File: config.mk
export PLATFORM = sky130hd
export DESIGN_NAME = p_mul_issue_flat
export DESIGN_NICKNAME = d
export VERILOG_FILES = /design/src/rtl/p_mul_issue_if.sv /design/src/rtl/p_mul_issue.sv /design/src/flat_wrapper.sv
export SDC_FILE = /design/constraint.sdc
export NUM_CORES = 1
export LEC_CHECK = 0
export ABC_CLOCK_PERIOD_IN_PS = 2850
export CAP_MARGIN = 25
export CORE_ASPECT_RATIO = 1.75
export CORE_MARGIN = 2
export CORE_UTILIZATION = 42
export DETAILED_ROUTE_END_ITERATION = 8
export GPL_TIMING_DRIVEN = 0
export HOLD_SLACK_MARGIN = 0.12
export PLACE_DENSITY = 0.8
export SYNTH_ARGS = -nofsm -noshare
export SYNTH_HDL_FRONTEND = slang
export SYNTH_SLANG_ARGS = --single-unit
File: constraint.sdc
create_clock -name clock -period 2.85 [get_ports clock]
set_input_delay 0.855 -clock clock [delete_from_list [all_inputs] [get_ports clock]]
set_output_delay 0.855 -clock clock [all_outputs]
set_load 0.02 [all_outputs]
File: src/rtl/p_mul_issue_if.sv
// Request, multiplier and response channels of the packed-multiplier issue sequencer.
// master = the sequencer, slave = the issue stage / multiplier / response consumer side.
interface p_mul_issue_if;
  logic        req_valid, req_ready;
  logic [1:0]  req_op;
  logic        req_clmul;
  logic [4:0]  req_pw;
  logic [31:0] req_rs1, req_rs2;

  logic        mul_valid, mul_ready, mul_l, mul_h, mul_clmul;
  logic [4:0]  mul_pw;
  logic [31:0] mul_crs1, mul_crs2, mul_result;

  logic        rsp_valid, rsp_ready, rsp_err;
  logic [31:0] rsp_lo, rsp_hi;

  modport master (
    input  req_valid, req_op, req_clmul, req_pw, req_rs1, req_rs2,
    output req_ready,
    output mul_valid, mul_l, mul_h, mul_clmul, mul_pw, mul_crs1, mul_crs2,
    input  mul_ready, mul_result,
    output rsp_valid, rsp_lo, rsp_hi, rsp_err,
    input  rsp_ready
  );

  modport slave (
    output req_valid, req_op, req_clmul, req_pw, req_rs1, req_rs2,
    input  req_ready,
    input  mul_valid, mul_l, mul_h, mul_clmul, mul_pw, mul_crs1, mul_crs2,
    output mul_ready, mul_result,
    input  rsp_valid, rsp_lo, rsp_hi, rsp_err,
    output rsp_ready
  );
endinterface

File: src/rtl/p_mul_issue.sv
// Issue sequencer for the packed multiplier: one or two valid/ready transfers per command, buffered response.
// Optional macro P_MUL_ISSUE_TIMEOUT_EN aborts a transfer stalled for TIMEOUT cycles with an error response.
module p_mul_issue #(
  parameter int TIMEOUT = 255,
  parameter int TO_W    = 8
) (
  input  logic           clock,
  input  logic           resetn,
  p_mul_issue_if.master  bus
);
  typedef enum logic [1:0] {IDLE, ISSUE_A, ISSUE_B, RESP} state_t;

  if (TIMEOUT >= (1 << TO_W)) begin : g_bad_timeout
    $error("TIMEOUT does not fit in TO_W bits");
  end

  state_t state, state_nxt;
  logic   wide_q;
  logic   xfer_done;
  logic   abort;

  assign xfer_done = bus.mul_valid && bus.mul_ready;

`ifdef P_MUL_ISSUE_TIMEOUT_EN
  logic [TO_W-1:0] to_cnt;

  // Counter idles at 0 whenever no request is pending, so entry to either issue state starts clean.
  always_ff @(posedge clock or negedge resetn) begin
    if (!resetn)                           to_cnt <= '0;
    else if (!bus.mul_valid || bus.mul_ready) to_cnt <= '0;
    else                                   to_cnt <= to_cnt + 1'b1;
  end

  assign abort = bus.mul_valid && !bus.mul_ready && (to_cnt == TO_W'(TIMEOUT - 1));
`else
  assign abort = 1'b0;
`endif

  always_ff @(posedge clock or negedge resetn) begin
    if (!resetn) state <= IDLE;
    else         state <= state_nxt;
  end

  always_comb begin
    state_nxt = state;
    case (state)
      IDLE:    if (bus.req_valid) state_nxt = (bus.req_op == 2'b11) ? RESP : ISSUE_A;
      ISSUE_A: if (xfer_done)     state_nxt = wide_q ? ISSUE_B : RESP;
               else if (abort)    state_nxt = RESP;
      ISSUE_B: if (xfer_done || abort) state_nxt = RESP;
      RESP:    if (bus.rsp_ready) state_nxt = IDLE;
      default:                    state_nxt = IDLE;
    endcase
  end

  always_comb begin
    bus.req_ready = (state == IDLE);
  end

  always_ff @(posedge clock or negedge resetn) begin
    if (!resetn) begin
      bus.mul_valid <= 1'b0;
      bus.mul_l     <= 1'b0;
      bus.mul_h     <= 1'b0;
      bus.mul_clmul <= 1'b0;
      bus.mul_pw    <= '0;
      bus.mul_crs1  <= '0;
      bus.mul_crs2  <= '0;
      bus.rsp_valid <= 1'b0;
      bus.rsp_err   <= 1'b0;
      bus.rsp_lo    <= '0;
      bus.rsp_hi    <= '0;
      wide_q        <= 1'b0;
    end else begin
      case (state)
        IDLE: if (bus.req_valid) begin
          if (bus.req_op == 2'b11) begin
            bus.rsp_valid <= 1'b1;
            bus.rsp_err   <= 1'b1;
            bus.rsp_lo    <= '0;
            bus.rsp_hi    <= '0;
          end else begin
            bus.mul_valid <= 1'b1;
            bus.mul_l     <= (bus.req_op != 2'b01);
            bus.mul_h     <= (bus.req_op == 2'b01);
            bus.mul_clmul <= bus.req_clmul;
            bus.mul_pw    <= bus.req_pw;
            bus.mul_crs1  <= bus.req_rs1;
            bus.mul_crs2  <= bus.req_rs2;
            wide_q        <= (bus.req_op == 2'b10);
          end
        end
        ISSUE_A: if (xfer_done) begin
          bus.rsp_lo <= bus.mul_result;
          if (wide_q) begin
            // Flip to the high half with no bubble; operands stay put.
            bus.mul_l <= 1'b0;
            bus.mul_h <= 1'b1;
          end else begin
            bus.rsp_hi    <= '0;
            bus.mul_valid <= 1'b0;
            bus.rsp_valid <= 1'b1;
          end
        end else if (abort) begin
          bus.mul_valid <= 1'b0;
          bus.rsp_lo    <= '0;
          bus.rsp_hi    <= '0;
          bus.rsp_err   <= 1'b1;
          bus.rsp_valid <= 1'b1;
        end
        ISSUE_B: if (xfer_done) begin
          bus.rsp_hi    <= bus.mul_result;
          bus.mul_valid <= 1'b0;
          bus.rsp_valid <= 1'b1;
        end else if (abort) begin
          bus.mul_valid <= 1'b0;
          bus.rsp_lo    <= '0;
          bus.rsp_hi    <= '0;
          bus.rsp_err   <= 1'b1;
          bus.rsp_valid <= 1'b1;
        end
        RESP: if (bus.rsp_ready) begin
          bus.rsp_valid <= 1'b0;
          bus.rsp_err   <= 1'b0;
        end
        default: ;
      endcase
    end
  end
endmodule

File: src/flat_wrapper.sv
// flat-port wrapper written by rule: the top's interface ports become plain ports
module p_mul_issue_flat 
#(
  parameter int TIMEOUT = 255,
  parameter int TO_W    = 8
)
  (clock, resetn, bus_req_valid, bus_req_op, bus_req_clmul, bus_req_pw, bus_req_rs1, bus_req_rs2, bus_req_ready, bus_mul_valid, bus_mul_l, bus_mul_h, bus_mul_clmul, bus_mul_pw, bus_mul_crs1, bus_mul_crs2, bus_mul_ready, bus_mul_result, bus_rsp_valid, bus_rsp_lo, bus_rsp_hi, bus_rsp_err, bus_rsp_ready);
  p_mul_issue_if bus_i ();
  input  logic clock;
  input  logic resetn;
  input wire logic [$bits(bus_i.req_valid)-1:0] bus_req_valid;
  input wire logic [$bits(bus_i.req_op)-1:0] bus_req_op;
  input wire logic [$bits(bus_i.req_clmul)-1:0] bus_req_clmul;
  input wire logic [$bits(bus_i.req_pw)-1:0] bus_req_pw;
  input wire logic [$bits(bus_i.req_rs1)-1:0] bus_req_rs1;
  input wire logic [$bits(bus_i.req_rs2)-1:0] bus_req_rs2;
  output wire logic [$bits(bus_i.req_ready)-1:0] bus_req_ready;
  output wire logic [$bits(bus_i.mul_valid)-1:0] bus_mul_valid;
  output wire logic [$bits(bus_i.mul_l)-1:0] bus_mul_l;
  output wire logic [$bits(bus_i.mul_h)-1:0] bus_mul_h;
  output wire logic [$bits(bus_i.mul_clmul)-1:0] bus_mul_clmul;
  output wire logic [$bits(bus_i.mul_pw)-1:0] bus_mul_pw;
  output wire logic [$bits(bus_i.mul_crs1)-1:0] bus_mul_crs1;
  output wire logic [$bits(bus_i.mul_crs2)-1:0] bus_mul_crs2;
  input wire logic [$bits(bus_i.mul_ready)-1:0] bus_mul_ready;
  input wire logic [$bits(bus_i.mul_result)-1:0] bus_mul_result;
  output wire logic [$bits(bus_i.rsp_valid)-1:0] bus_rsp_valid;
  output wire logic [$bits(bus_i.rsp_lo)-1:0] bus_rsp_lo;
  output wire logic [$bits(bus_i.rsp_hi)-1:0] bus_rsp_hi;
  output wire logic [$bits(bus_i.rsp_err)-1:0] bus_rsp_err;
  input wire logic [$bits(bus_i.rsp_ready)-1:0] bus_rsp_ready;
  assign bus_i.req_valid = bus_req_valid;
  assign bus_i.req_op = bus_req_op;
  assign bus_i.req_clmul = bus_req_clmul;
  assign bus_i.req_pw = bus_req_pw;
  assign bus_i.req_rs1 = bus_req_rs1;
  assign bus_i.req_rs2 = bus_req_rs2;
  assign bus_req_ready = bus_i.req_ready;
  assign bus_mul_valid = bus_i.mul_valid;
  assign bus_mul_l = bus_i.mul_l;
  assign bus_mul_h = bus_i.mul_h;
  assign bus_mul_clmul = bus_i.mul_clmul;
  assign bus_mul_pw = bus_i.mul_pw;
  assign bus_mul_crs1 = bus_i.mul_crs1;
  assign bus_mul_crs2 = bus_i.mul_crs2;
  assign bus_i.mul_ready = bus_mul_ready;
  assign bus_i.mul_result = bus_mul_result;
  assign bus_rsp_valid = bus_i.rsp_valid;
  assign bus_rsp_lo = bus_i.rsp_lo;
  assign bus_rsp_hi = bus_i.rsp_hi;
  assign bus_rsp_err = bus_i.rsp_err;
  assign bus_i.rsp_ready = bus_rsp_ready;
  p_mul_issue #(.TIMEOUT(TIMEOUT), .TO_W(TO_W)) u_core (.clock(clock), .resetn(resetn), .bus(bus_i));
endmodule
# Word-level counts from Yosys, hierarchy flattened
# Cells that the tools add are included.
[word_totals] out_inout_bits=140 wordCells=81 register_bits=142
[classes] mux=38 n_reduce_logical=13 n_bitwise=2 eq_ne=15
[ops] cell="$mux W32" n=5
[ops] cell="$pmux W32 S3" n=1
[ops] cell="$pmux W32 S2" n=1
[ops] cell="$mux W1" n=20
[ops] cell="$reduce_and A6 Y1" n=3
[ops] cell="$reduce_and A4 Y1" n=3
[ops] cell="$mux W2" n=5
[ops] cell="$ne A2 B1 Y1 const B" n=5
[ops] cell="$eq A2 B2 Y1 const B" n=4
[ops] cell="$ne A2 B2 Y1 const B" n=4
[ops] cell="$pmux W2 S4" n=1
[ops] cell="$pmux W1 S2" n=3
[ops] cell="$reduce_and A5 Y1" n=1
[ops] cell="$eq A2 B1 Y1 const B" n=2
[ops] cell="$pmux W1 S4" n=1
[ops] cell="$pmux W1 S3" n=1
[ops] cell="$reduce_and A3 Y1" n=1
[ops] cell="$reduce_bool A3 Y1" n=1
[ops] cell="$logic_not A2 Y1" n=1
[ops] cell="$not A1 Y1" n=2
[ops] cell="$reduce_bool A2 Y1" n=1
[ops] cell="$reduce_or A2 Y1" n=1
[ops] cell="$logic_and A1 B1 Y1" n=1

# Longest topological paths before layout
[logic_depth] depth_word=4 mapped_depth=8

# Least setup slack after synthesis
# Ideal clock, no wire load.
[synth_timing] path_kind="register -> register" start="register u_core.state[0]" end="register u_core.bus.rsp_hi[0]" t_required_ns=2.774 n_path_buf=1 arrival_ns=1.941 synth_period_minus_slack_ns=2.017 slack_ns=0.833 path_stages_with_launch=8 path_cell_list="dfrtp_1 inv_1 ha_1 nor2b_1 a2111o_1 or2_4 buf_6 o21ai_1"
[synth_via] elab_chain_cells=3 word_cells_on_any_way=11 cone_classes="eq/ne: 7; mux: 1; reduce/logical: 3"
[synth_lines] item="from (decl)" line_no="p_mul_issue.sv:17" text="state_t state, state_nxt;"
[synth_lines] item="from (signal assigned)" line_no="p_mul_issue.sv:41" text="else state <= state_nxt;"
[synth_lines] item="$logic_not A2 Y1 (*)"
[synth_lines] item="via bus_req_ready" line_no="flat_wrapper.sv:17" text="output wire logic [$bits(bus_i.req_ready)-1:0] bus_req_ready;"
[synth_lines] item="$ne A2 B1 Y1 (no line), or another cell as far along"
[synth_lines] item="$reduce_and A6 Y1 (no line)"
[synth_lines] item="to (signal assigned)" line_no="p_mul_issue.sv:112" text="bus.rsp_hi <= bus.mul_result;"
[synth_lines] item="to (decl)" line_no="p_mul_issue_if.sv:22" text="output rsp_valid, rsp_lo, rsp_hi, rsp_err,"
# Mark *: on every way through the listed nets, which the timed path passes. The rest lies on a longest branch.
# A chain may end at the register's enable or synchronous reset.

# Worst setup path in the final report
[layout_timing] start="register u_core.state[0]" end="output port bus_req_ready"
[layout_via] elab_chain_cells=1
[layout_lines] item="$logic_not A2 Y1" line_no="p_mul_issue.sv:57" text="bus.req_ready = (state == IDLE);"
[layout_lines] item="to (decl)" line_no="flat_wrapper.sv:17"
# No other way between the ends.

==> summary.md <==
| Metric | Value |
|---|---|
| Initial drt markers | `~160` |
| Non-filler instance count after layout | `roughly 940` |
| Type of the worst setup path | `reg -> out` |
| Post-synthesis sequential area ratio | `between 60% and 70%` |
| Placer Congestion | `between 0.8 and 0.9` |
| Final core occ | `around two thirds` |
| Cts bufs inserted | `17` |
| CTS tree | `built` |
| Share of cells above drive strength 1 | `between 10% and 20%` |
| Final #Nets | `869` |
| Core area | `about 13,000 µm²` |
| Synth Register Bits | `142` |
| Worst Tran Pin Value | `between 0.7 and 0.8 ns` |
| Port bufs | `between 200 and 250` |
| Synth Area in Simple Gates | `8.24%` |
| First-pass GRT wire length | `25,600 µm` |
| R2R Path End | `u_core.bus.rsp_hi[12]` |
| DRT antenna net count | `0` |
| Max_slew headroom | `a little over half` |
| Setup Fix Bufs, Post-CTS | `0` |
| Synth Area in Compound Gates | `roughly a tenth` |
| P&R area growth vs syn | `57.7%` |
| Min Tclk post-route | `2.56 ns` |
| Cells after synthesis | `between 400 and 500` |
| Final Cycle Share | `between 80% and 90%` |
| Final HPWL DP | `12,600 µm` |
| Die extent in x | `91.9 µm` |
| Placed inst area | `8410 µm²` |
| Rows | `56` |
| Predominant post-synthesis flop cell | `dfrtp_1` |
| Adder-Cell Fraction of Synth Area | `under 10%` |
| Vias in the first global route | `between 4k and 5k` |
| Max Root-Sink Buffers | `2` |
| Initial antenna violation count | `0` |
| CP endpoint kind | `primary output` |
| DR vias | `about 4.7k` |
| LEAKAGE | `0.00375 µW` |
| Initial Utilization | `approximately 43%` |
| Data required, critical path | `approximately 2.0 ns` |
| DRT Pass-1 Iters | `4` |
| Worst-path clk slew | `~0.060 ns` |
| # setup viols final | `0` |
| Synth warnings | `0` |
| Die Y-Extent | `between 150 and 200 µm` |
| Boundary pin count | `249` |
| CP arrival | `1.70 ns` |
| H-Tree Depth | `4` |
| P per Cell Area | `1290 nW/µm²` |
| Post-CTS Hold Buffers | `0` |
| Clock skew | `between 0.008 and 0.009 ns` |
| Syn Area/Cell | `11.7 µm²` |
| Hold WS | `0.449 ns` |
| Max_cap viols | `0` |
| # fillers | `roughly 1.0k` |
| Reg2Reg Setup Slack | `0.36 ns` |
| DIE AREA | `around 15,000 µm²` |
| Beginning of the critical path | `u_core.state[0]` |
| Placed insts | `about 910` |
| N_diodes | `0` |
| FF-to-FF Start | `u_core.state[0]` |
| Sink Count | `around 140` |
| Post-Syn Area | `~5700 µm²` |
| Overall routed net length | `16,500 µm` |
| Mux share of post-synthesis cell area | `around 14%` |
| Worst vdd ir | `about 0.64 mV` |
| Post-layout instance area | `just under 9000 µm²` |
| Synth unique cells | `28` |
| Post-synth ARST share | `between 90% and 100%` |
| Insertion delay to the later sink of the worst-skew pair | `roughly 0.41 ns` |
| Slew Limit Fails | `0` |
| Critical Path End | `bus_req_ready` |
| Status | `finished, final reports clean` |
| Maximum fanout along the worst path | `6` |
| Root Driver | `clkbuf_16` |
| Final Hold Fails | `0` |
| Largest family of logic cells by synthesized area | `multiplexers` |
| Worst min-delay path class | `in -> async` |
| Fmax | `about 390 MHz` |
| Syn Nets | `601` |
| RSZ-0062 raised after global routing | `no` |
| Largest net degree at the start of global routing | `73` |
| Worst R2R Path Depth | `8` |
| XOR/XNOR Fraction of Synth Area | `0%` |
| WL/cell | `roughly 18 µm` |
| Crit start category | `flip-flop` |
| Total GRT Usage | `a little under a quarter` |
| Post-synth EDFFs | `0` |
| GRT overflow | `0` |
| Post-route DRC | `0` |
| Via-per-instance ratio | `5.05` |
kinds of logic after synthesis:
family / Yosys count
flip-flops: 142
multiplexers: 72
buffers and inverters: 36
AO/OA/AOI/OAI: 115
adder cells (fa/ha/maj): 6
AND/OR/NAND/NOR: 115
per-stage QoR:
| stage | setup TNS, ns | worst slack (ns) | power, µW |
|---|---|---|---|
| 5_1_grt | 0 | 0.113 | 12200 |
| 3_3_place_gp | -622.06 | -4.38 | 9340 |
| 2_1_floorplan | 0 | 0.833 | 6590 |
| 6_report | 0 | 0.291 | 11500 |
| 4_1_cts | 0 | 0.147 | 11600 |
| 3_5_place_dp | -2.90 | -0.152 | 9560 |
synth_stat cells (all sizes together) (2+ instances only):
cell | count | share of area [%]
a21oi | 4 | 0.35
o21ai | 102 | 9.0
dfrtp | 142 | 63
nand2 | 100 | 6.6
inv | 6 | 0.40
ha | 6 | 1.3
buf | 10 | 1.2
nor2b | 4 | 0.44
o41ai | 2 | 0.31
nor2 | 2 | 0.13
mux2 | 71 | 14
clkbuf | 20 | 1.3
and3 | 3 | 0.33
o31ai | 2 | 0.26
worst max-delay path, stage by stage (launching register included):
cell           delay [ns]
dfrtp_1              0.42
inv_1                0.16
ha_1                 0.29
dlygate4sd2_1        0.42
layout by cell type (no fill, tap or decap), drive strengths merged:
| cell | n |
|---|---|
| inv | 12 |
| clkinv | 3 |
| nor4b | 1 |
| nand2 | 100 |
| buf | 12 |
| dlygate4sd2 | 1 |
| and2 | 1 |
| a21boi | 1 |
| o21ai | 102 |
| clkdlybuf4s50 | 246 |
| clkbuf | 39 |
| nor2 | 2 |
| nand3b | 1 |
| o22a | 1 |
| clkinvlp | 4 |
| dfrtp | 142 |
| or2 | 1 |
| a21oi | 4 |
| nor3 | 1 |
| mux2i | 1 |
| o41ai | 2 |
| o22ai | 1 |
| o31ai | 2 |
| and3 | 3 |
| ha | 6 |
| nand3 | 1 |
| a2111o | 1 |
| nor2b | 4 |
| a2111oi | 1 |
| mux2 | 71 |
power by group:
part / internal (µW) / total, µW / switching (µW)
logic: 2760 / 5920 / 3170
clock network: 1130 / 2030 / 902
registers: 3030 / 3570 / 542
total: 6920 / 11500 / 4610
worst min-delay path by stage:
stage / cells past startpoint / slack (ns) / end / start
2_1_floorplan: 1 / 0.47 / u_core.wide_q / u_core.wide_q
3_3_place_gp: 2 / 0.46 / u_core.bus.rsp_lo[26] / u_core.bus.rsp_lo[26]
3_5_place_dp: 2 / 0.47 / u_core.bus.rsp_lo[18] / u_core.bus.rsp_lo[18]
4_1_cts: 1 / 0.47 / u_core.bus.mul_crs1[11] / resetn
5_1_grt: 1 / 0.49 / u_core.bus.mul_crs1[11] / resetn
6_report: 1 / 0.45 / u_core.bus.mul_crs1[11] / resetn
state kept, by name, summed over array words and instances, names as in the netlist:
name                  cells
u_core.bus.rsp_valid      1
u_core.wide_q             1
u_core.state              2
u_core.bus.mul_l          1
u_core.bus.mul_pw         5
u_core.bus.mul_h          1
u_core.bus.rsp_hi        32
u_core.bus.mul_valid      1
u_core.bus.rsp_err        1
u_core.bus.mul_crs2      32
u_core.bus.mul_clmul      1
u_core.bus.mul_crs1      32
u_core.bus.rsp_lo        32
area by class of cell:
cell class / count / area [µm²] / area share (%)
Clock buffer: 19 / 433 / 4.84
Buffer: 30 / 144 / 1.61
Clock inverter: 13 / 108 / 1.20
Multi-Input combinational cell: 308 / 1970 / 22.0
Sequential cell: 142 / 3550 / 39.7
Inverter: 6 / 22.5 / 0.252
Timing Repair Buffer: 249 / 2510 / 28.0
Tap cell: 174 / 218 / 2.43
metal layers:
layer / share of wire, % / wire, µm / vias to the layer above / track usage [%]
met1: 35 / 5730 / 2322 / 23.2
met4: 2.6 / 435 / 0 / 9.59
met3: 6.4 / 1050 / 29 / 6.14
met5: 0 / 0 / - / 0
li1: - / - / 2206 / -
met2: 56 / 9270 / 192 / 43.0
timing repair:
item | 4_1_cts | 5_1_grt
resized for setup | 1 | 1
cloned | 0 | 0
endpoints found under the setup margin | 1 | 14
pin swaps | 0 | 0
No activity file was read; power rests on OpenSTA's default activity.
